$ cat config.mk
export PLATFORM = sky130hd
export DESIGN_NAME = inst_fetch_queue
export DESIGN_NICKNAME = d
export VERILOG_FILES = /design/src/rtl/cpu_pkg.sv /design/src/rtl/fetch_ring_buf.sv /design/src/rtl/inst_fetch_queue.sv
export SDC_FILE = /design/constraint.sdc
export NUM_CORES = 1
export LEC_CHECK = 0
export ABC_AREA = 0
export CAP_MARGIN = 10
export CORE_ASPECT_RATIO = 1.2
export CORE_MARGIN = 5
export CORE_UTILIZATION = 45
export CTS_BUF_LIST = sky130_fd_sc_hd__clkbuf_8
export DETAILED_ROUTE_END_ITERATION = 6
export PLACE_DENSITY = 0.71
export SETUP_SLACK_MARGIN = 0.1
export SYNTH_ARGS = -nofsm -noshare
export SYNTH_HDL_FRONTEND = slang
export SYNTH_HIERARCHICAL = 1
export SYNTH_SLANG_ARGS = --single-unit
$ cat constraint.sdc
create_clock -name clk -period 6.9 [get_ports clk]
set_clock_uncertainty 0.15 [all_clocks]
set_input_delay 2.07 -clock clk [delete_from_list [all_inputs] [get_ports clk]]
set_output_delay 2.07 -clock clk [all_outputs]
set_load 0.05 [all_outputs]
$ cat src/rtl/cpu_pkg.sv
// Shared RV64 core definitions: data widths, the canonical NOP and the fetch queue entry.
package cpu_pkg;

    localparam int XLEN = 64;
    localparam int ILEN = 32;

    localparam logic [ILEN-1:0] NOP_INST = 32'h0000_0013;

    typedef struct packed {
        logic [XLEN-1:0] pc;
        logic [ILEN-1:0] inst;
        logic            filled;
    } fetch_entry_t;

    // Instruction fetch is word granular, so the low two address bits are forced to zero.
    function automatic logic [XLEN-1:0] align_word(input logic [XLEN-1:0] addr);
        return addr & {{(XLEN-2){1'b1}}, 2'b00};
    endfunction

endpackage

$ cat src/rtl/fetch_ring_buf.sv
// In-order fetch queue storage: entries are allocated at request time and filled by responses.
module fetch_ring_buf
    import cpu_pkg::*;
#(
    parameter int  DEPTH = 4,
    localparam int PTR_W = $clog2(DEPTH),
    localparam int CNT_W = $clog2(DEPTH + 1)
) (
    input  logic             clk,
    input  logic             rstn,
    input  logic             clear,
    input  logic             alloc,
    input  logic [XLEN-1:0]  alloc_pc,
    input  logic             fill,
    input  logic [ILEN-1:0]  fill_inst,
    input  logic             deq,
    output fetch_entry_t     head,
    output logic [CNT_W-1:0] count,
    output logic [CNT_W-1:0] pending
);

    localparam logic [CNT_W-1:0] FULL = CNT_W'(DEPTH);

    fetch_entry_t     entries_q [DEPTH];
    fetch_entry_t     entries_d [DEPTH];
    logic [PTR_W-1:0] head_q, head_d;
    logic [PTR_W-1:0] alloc_q, alloc_d;
    logic [PTR_W-1:0] fill_q, fill_d;
    logic [CNT_W-1:0] count_q, count_d;
    logic [CNT_W-1:0] pend_q, pend_d;
    logic             do_alloc;
    logic             do_fill;
    logic             do_deq;

    assign do_alloc = alloc && (count_q < FULL);
    assign do_fill  = fill && (pend_q != '0);
    assign do_deq   = deq && entries_q[head_q].filled;

    // Alloc, fill and head always address distinct slots, so the three updates never collide.
    always_comb begin
        entries_d = entries_q;
        head_d    = head_q;
        alloc_d   = alloc_q;
        fill_d    = fill_q;
        count_d   = count_q;
        pend_d    = pend_q;

        if (clear) begin
            for (int i = 0; i < DEPTH; i++) begin
                entries_d[i].filled = 1'b0;
            end
            head_d  = '0;
            alloc_d = '0;
            fill_d  = '0;
            count_d = '0;
            pend_d  = '0;
        end else begin
            if (do_alloc) begin
                entries_d[alloc_q].pc     = alloc_pc;
                entries_d[alloc_q].inst   = NOP_INST;
                entries_d[alloc_q].filled = 1'b0;
                alloc_d                   = alloc_q + PTR_W'(1);
            end
            if (do_fill) begin
                entries_d[fill_q].inst   = fill_inst;
                entries_d[fill_q].filled = 1'b1;
                fill_d                   = fill_q + PTR_W'(1);
            end
            if (do_deq) begin
                entries_d[head_q].filled = 1'b0;
                head_d                   = head_q + PTR_W'(1);
            end
            count_d = count_q + CNT_W'(do_alloc) - CNT_W'(do_deq);
            pend_d  = pend_q + CNT_W'(do_alloc) - CNT_W'(do_fill);
        end
    end

    always_ff @(posedge clk) begin
        if (!rstn) begin
            for (int i = 0; i < DEPTH; i++) begin
                entries_q[i] <= '0;
            end
            head_q  <= '0;
            alloc_q <= '0;
            fill_q  <= '0;
            count_q <= '0;
            pend_q  <= '0;
        end else begin
            entries_q <= entries_d;
            head_q    <= head_d;
            alloc_q   <= alloc_d;
            fill_q    <= fill_d;
            count_q   <= count_d;
            pend_q    <= pend_d;
        end
    end

    assign head    = entries_q[head_q];
    assign count   = count_q;
    assign pending = pend_q;

endmodule

$ cat src/rtl/inst_fetch_queue.sv
// RV64 fetch stage: PC generation, request throttling against the queue, and redirect flushing
// with a count of stale in-flight responses that must be discarded.
module inst_fetch_queue
    import cpu_pkg::*;
#(
    parameter int              DEPTH    = 4,
    parameter logic [XLEN-1:0] RESET_PC = 64'h0
) (
    input  logic            clk,
    input  logic            rstn,
    input  logic            redirect_valid,
    input  logic [XLEN-1:0] redirect_pc,
    output logic            imem_req_valid,
    input  logic            imem_req_ready,
    output logic [XLEN-1:0] imem_req_addr,
    input  logic            imem_resp_valid,
    input  logic [ILEN-1:0] imem_resp_data,
    output logic            id_valid,
    input  logic            id_ready,
    output logic [XLEN-1:0] id_pc,
    output logic [ILEN-1:0] id_inst
);

    localparam int               CNT_W     = $clog2(DEPTH + 1);
    localparam int               SUM_W     = CNT_W + 1;
    localparam logic [SUM_W-1:0] DEPTH_SUM = SUM_W'(DEPTH);

    logic [XLEN-1:0]  pc_q, pc_d;
    logic [CNT_W-1:0] drop_q, drop_d;
    logic             started_q, started_d;

    fetch_entry_t     head;
    logic [CNT_W-1:0] count;
    logic [CNT_W-1:0] pending;
    logic [SUM_W-1:0] in_use;
    logic [SUM_W-1:0] outstanding;
    logic             req_fire;
    logic             fill;
    logic             deq;

    // Dropped-but-not-yet-returned requests still occupy memory slots, so they throttle fetch.
    assign in_use         = {1'b0, count} + {1'b0, drop_q};
    assign imem_req_valid = rstn && started_q && !redirect_valid && (in_use < DEPTH_SUM);
    assign imem_req_addr  = pc_q;
    assign req_fire       = imem_req_valid && imem_req_ready;

    assign fill = !redirect_valid && imem_resp_valid && (drop_q == '0);
    assign deq  = id_valid && id_ready && !redirect_valid;

    always_comb begin
        pc_d        = pc_q;
        drop_d      = drop_q;
        started_d   = 1'b1;
        outstanding = '0;

        if (redirect_valid) begin
            pc_d        = align_word(redirect_pc);
            outstanding = {1'b0, drop_q} + {1'b0, pending};
            if (imem_resp_valid && (outstanding != '0)) begin
                outstanding = outstanding - SUM_W'(1);
            end
            if (outstanding > DEPTH_SUM) begin
                outstanding = DEPTH_SUM;
            end
            drop_d = outstanding[CNT_W-1:0];
        end else begin
            if (req_fire) begin
                pc_d = pc_q + XLEN'(4);
            end
            if (imem_resp_valid && (drop_q != '0)) begin
                drop_d = drop_q - CNT_W'(1);
            end
        end
    end

    always_ff @(posedge clk) begin
        if (!rstn) begin
            pc_q      <= align_word(RESET_PC);
            drop_q    <= '0;
            started_q <= 1'b0;
        end else begin
            pc_q      <= pc_d;
            drop_q    <= drop_d;
            started_q <= started_d;
        end
    end

    fetch_ring_buf #(
        .DEPTH (DEPTH)
    ) u_ring (
        .clk       (clk),
        .rstn      (rstn),
        .clear     (redirect_valid),
        .alloc     (req_fire),
        .alloc_pc  (pc_q),
        .fill      (fill),
        .fill_inst (imem_resp_data),
        .deq       (deq),
        .head      (head),
        .count     (count),
        .pending   (pending)
    );

    assign id_valid = head.filled;
    assign id_pc    = id_valid ? head.pc : '0;
    assign id_inst  = id_valid ? head.inst : NOP_INST;

endmodule
; Yosys cells after proc, flatten, opt, wreduce, memory -nomap -nowiden
; Cells that the tools add are included.
[totals]
regBits = 468
input_bits = 102
output_inout_bits = 162
wordCells = 106
[classes]
add_sub_neg = 12
magnitude_cmp = 9
muxes = 36
bitwise_logic = 4
n_reduce_logical = 24
[op_table]
columns = cell, count
row1 = 388-bit bitwise mux, 6
row2 = 388-bit two-way mux, 5
row3 = 97-bit demux with 2-bit select, 6
row4 = 97-bit two-way mux, 3
row5 = 97-bit binary-select mux with 2-bit select, 1
row6 = 64-bit two-way mux, 3
row7 = 33-bit two-way mux, 2
row8 = 64-bit by 3-bit adder with 64-bit output (second input constant), 1
row9 = 32-bit two-way mux, 1
row10 = 1-bit logical AND, 16
row11 = 3-bit greater-or-equal comparator (second input constant), 3
row12 = 3-bit by 1-bit < comparator with 1-bit output (second input constant), 3
row13 = 3-bit two-way mux, 3
row14 = 2-bit inverter with 3-bit output, 3
row15 = 3-bit by 3-bit adder with 4-bit output, 2
row16 = 4-bit two-way mux, 2
row17 = 2-bit by 1-bit adder with 2-bit output (second input constant), 3
row18 = 3-bit by 1-bit adder with 3-bit output, 2
row19 = 3-bit nonzero test, 2
row20 = 3-bit by 1-bit subtractor with 3-bit output, 2
row21 = 4-bit by 3-bit greater-than comparator with 1-bit output (second input constant), 1
row22 = 4-bit by 3-bit < comparator with 1-bit output (second input constant), 1
row23 = 1-bit two-way mux, 4
row24 = 2-bit nonzero test, 2
row25 = other kinds (8), 8

; Logic depth before layout (Yosys ltp)
[depth]
depth_word = 16
mapped_depth = 15
ltp_nobuf = 12

; Modules after synthesis
; The synthesis kept the hierarchy.
[modules_own_cells]
columns = module, instances, cells_each, area_per_inst_um2, seq_area_each_um2
row1 = fetch_ring_buf, 1, 1804, 17445.5, 8007.7
row2 = inst_fetch_queue, 1, 609, 4700.8, 1321.3

; Worst setup path after synthesis
; No wires, ideal clock.
[synth_timing]
path_type = flip-flop to output port
start = register u_ring.head_q[1]
end = output port id_inst[10]
t_arrival_ns = 3.033
required_time_ns = 4.680
setup_slack_ns = 1.647
path_stages_with_launch = 9
path_buffers = 5
path_cell_list = dfxtp_1 -> buf_4 -> buf_2 -> buf_2 -> nor2_1 -> a21oi_1 -> clkbuf_1 -> clkbuf_1 -> and2_1
[synth_between]
elab_chain_len = 5
[synth_rtl]
columns = item, line
row1 = from (decl), fetch_ring_buf.sv:26  ; logic [PTR_W-1:0] head_q, head_d;
row2 = from (signal assigned), fetch_ring_buf.sv:83  ; head_q <= '0;
row3 = from (signal assigned), fetch_ring_buf.sv:90  ; head_q <= head_d;
row4 = 2-bit inverter with 3-bit output (implied by the code), fetch_ring_buf.sv:98  ; assign head = entries_q[head_q];
row5 = 97-bit binary-select mux with 2-bit select, fetch_ring_buf.sv:98
row6 = 97-bit two-way mux (implied by the code), fetch_ring_buf.sv:98
row7 = 97-bit two-way mux, -
row8 = net id_valid, inst_fetch_queue.sv:18  ; output logic id_valid,
row9 = 32-bit two-way mux, inst_fetch_queue.sv:106  ; assign id_inst = id_valid ? head.inst : NOP_INST;
row10 = to (decl), inst_fetch_queue.sv:21  ; output logic [ILEN-1:0] id_inst
; The timed path passes the listed nets, and every way through them passes these cells. The select of a mux whose other input is x is not followed.

; Worst setup path in the final report
[layout_timing]
start = register u_ring.head_q[0]
end = output port id_pc[28]
[layout_between]
elab_chain_len = 5
[layout_rtl]
columns = item, line
row1 = 2-bit inverter with 3-bit output (implied by the code), fetch_ring_buf.sv:98
row2 = 97-bit binary-select mux with 2-bit select, fetch_ring_buf.sv:98
row3 = 97-bit two-way mux (implied by the code), fetch_ring_buf.sv:98
row4 = 97-bit two-way mux, -
row5 = 64-bit two-way mux, inst_fetch_queue.sv:105  ; assign id_pc = id_valid ? head.pc : '0;
row6 = to (decl), inst_fetch_queue.sv:20  ; output logic [XLEN-1:0] id_pc,
; No other way between the ends. The select of a mux whose other input is x is not followed.

==> metrics.txt <==
status=finished clean; Post-CTS Setup Bufs=0; Hold Path Class=register to register; core area=0.04900 sq mm; I/O pins=264; Worst path max stage delay=0.85 ns; routability cong.=0.7923; Mean Syn Cell Area=9.178 sq um; Seq/Total Area, Yosys=0.4212; first-pass GRT wire length=103.4 mm; R2R cell count=12; Simple-Gate Fraction of Synth Area=0.2147; RSZ-0062 raised after global routing=no; row cnt=89; CP Max Fanout=59; Fin Hold WS=0.2990 ns; hold_buf cts=0; CP required=4.68 ns; Area growth, synth to finish=19.85%; fin crit period=5.813 ns; Area contributors post-synth=dfxtp_1, nand2_1, mux4_2, a21boi_1, mux2i_1; highest-count cells in the layout ignoring fill and taps=nand2_1, dfxtp_1, clkdlybuf4s50_1, a21boi_1, nand3_1; Slew Viols, Final=0; Resize count post-CTS=0; Slowest cell on crit path=clkdlybuf4s50_1; 1st-iter DRT viols=1438; Net count, final=2721; Synth warnings=6; initial antenna violation count=9; CTS clk-pin slew, worst paths=0.06 ns; Setup Crit Path Kind=register to primary output; Post-synth EDFFs=0; ys flop type=dfxtp_1; Chip Width=212.5 um; final hold vios=0; CTS root buf=clkbuf_8; setup TNS=0 ns; via density per instance=5.701; vias in the first global route=18830; Die Y=253.0 um; crit-path cells=mux2_2, nor2_1, a21oi_4, buf_4, and2_1, clkdlybuf4s50_1; Max Cap Viol=0; DRC=0; reg-to-reg slack, setup=2.88 ns; Async SR Flop Fraction=0; Max Clk Rate=0.1720 GHz; Distinct cells, synth=72; Total Power=5.609 mW; CTS tree=built; RR Startpoint=u_ring/count[2]$_SDFF_PP0_; clock buffer depth=3; Worst slew margin=0.2474; Synth Area in Compound Gates=0.1398; Synth area leader=dfxtp_1; Data arrival, critical path=3.59 ns; Startpoint Class=register; Pre-Repair DR Iteration Count=6; Hold Path Stages=2; mux cell area share after synthesis=0.1402; fin crit share=0.8424; Num CTS Buffers=78; GRT Residual Overflow=0; largest net degree at the start of global routing=227; gr usage total=0.2407; area share of the largest cell type after synthesis=0.4212; IO Port Bufs=259; Layout fillers=4424; via count=18750; #FFs+latches synth=466; final setup violating endpoints=0; drt wl/cell=20.40 um; Post-Route WL=67.08 mm; post-synthesis xor/xnor area fraction=0.02136; Starting Density=0.4520; main combinational cell family by area after synthesis=simple AND/OR/NAND/NOR gates; Clock Latency Late Sink=0.65 ns; Sink Count=466; layout cells sized above 1=0.1048; Slew @ Worst Pin=1.129 ns; Reg-to-Reg End=u_ring/pending[2]$_SDFF_PP0_; Critical Path End Type=primary output; commonest non-fill, non-tap cell in the layout=nand2_1; Synth Cell Area=0.02215 sq mm; pwr dens=211.3 mW/mm^2; adder-cell share of the synthesized area=0.01627; H-tree Lvls=3; Die ar.=0.05377 sq mm; CP bufs+invs=2; Top delay family on crit path=buffers and inverters; DPL Wire Length=40.47 mm; Worst VDD drop=0.1657 mV; LEAKAGE=9.311 nW; Post-Syn Instances=2413; ANT nets after route=0
## logic make-up after synthesis
| logic type | after synthesis |
|---|---|
| flops | 466 |
| simple gates | 1002 |
| buf+inv | 228 |
| fa+ha+maj | 27 |
| other cells | 1 |
| xor+xnor | 54 |
| compound gates | 445 |
| mux | 190 |
## area by class of cell
type | count | area [sq um] | share of cell area
diodes | 7 | 17.52 | 0.0006599
clock inverters | 39 | 214.0 | 0.008061
inverters | 30 | 112.6 | 0.004242
flip-flops and latches | 466 | 9336 | 0.3517
multi-input cells | 1728 | 11930 | 0.4493
clock buffers | 93 | 1280 | 0.04822
well taps | 637 | 797.0 | 0.03003
repair buffers | 288 | 2860 | 0.1078
## how the worst max path moves through the flow
stage / from / end / slack (ns) / cells after the start
floorplan: u_ring/head_q[1]$_SDFFE_PP0N_ / id_inst[10] / 1.65 / 8
global placement: redirect_valid / imem_req_valid / 1.17 / 5
detailed placement: redirect_valid / imem_req_valid / 1.20 / 5
CTS: u_ring/head_q[0]$_SDFFE_PP0N_ / id_pc[28] / 1.03 / 6
global route: u_ring/head_q[0]$_SDFFE_PP0N_ / id_pc[28] / 0.95 / 6
finish: u_ring/head_q[0]$_SDFFE_PP0N_ / id_pc[28] / 1.09 / 6
## per-stage QoR
| stage | util | worst slack (ns) | instance area, sq um | std cells |
|---|---|---|---|---|
| CTS | 0.5414 | 1.035 | 26530 | 3281 |
| detailed placement | 0.5109 | 1.195 | 25030 | 3149 |
| finish | 0.5417 | 1.087 | 26540 | 3288 |
| global placement | 0.5109 | 1.172 | 25030 | 3149 |
| floorplan | - | 1.647 | 22180 | 2422 |
| global route | 0.5414 | 0.9461 | 26530 | 3281 |
## power breakdown
group          switching, mW  total, mW  internal, mW
clock                   1.13       2.39          1.26
sequential            0.0752       2.80          2.72
combinational          0.248      0.425         0.177
## layer usage
layer	vias to the layer above	part of all wire	global-route usage
met4	6	0.028	0.08542
met1	9104	0.40	0.2982
met5	-	0.00052	0
met2	761	0.48	0.4105
met3	125	0.084	0.05713
li1	8749	-	-
## worst min-delay path: cells and delay by family (launching register included)
kind,cells,cell delay (ns)
flip-flops,1,0.30
AND/OR/NAND/NOR,1,0.05
AO/OA/AOI/OAI,1,0.05
## Yosys cell counts, types with 5 or more instances
library cell / count
nand2_1: 607
dfxtp_1: 466
a21boi_1: 152
nand3_1: 121
clkbuf_1: 105
a21boi_0: 104
and2_1: 101
mux4_2: 96
mux2i_1: 92
buf_2: 65
a21oi_1: 57
o21ai_0: 49
xnor2_1: 48
nor2_1: 39
o22ai_1: 38
inv_1: 29
ha_1: 24
nor3_1: 23
nand4_1: 16
and3_1: 15
buf_1: 12
o311a_1: 11
nand4b_1: 10
buf_4: 9
and4_1: 8
buf_6: 7
nor4_1: 7
nor2b_1: 6
xor2_1: 6
nand3b_1: 5
nor4_4: 5
Power figures use the tool's default switching activity.
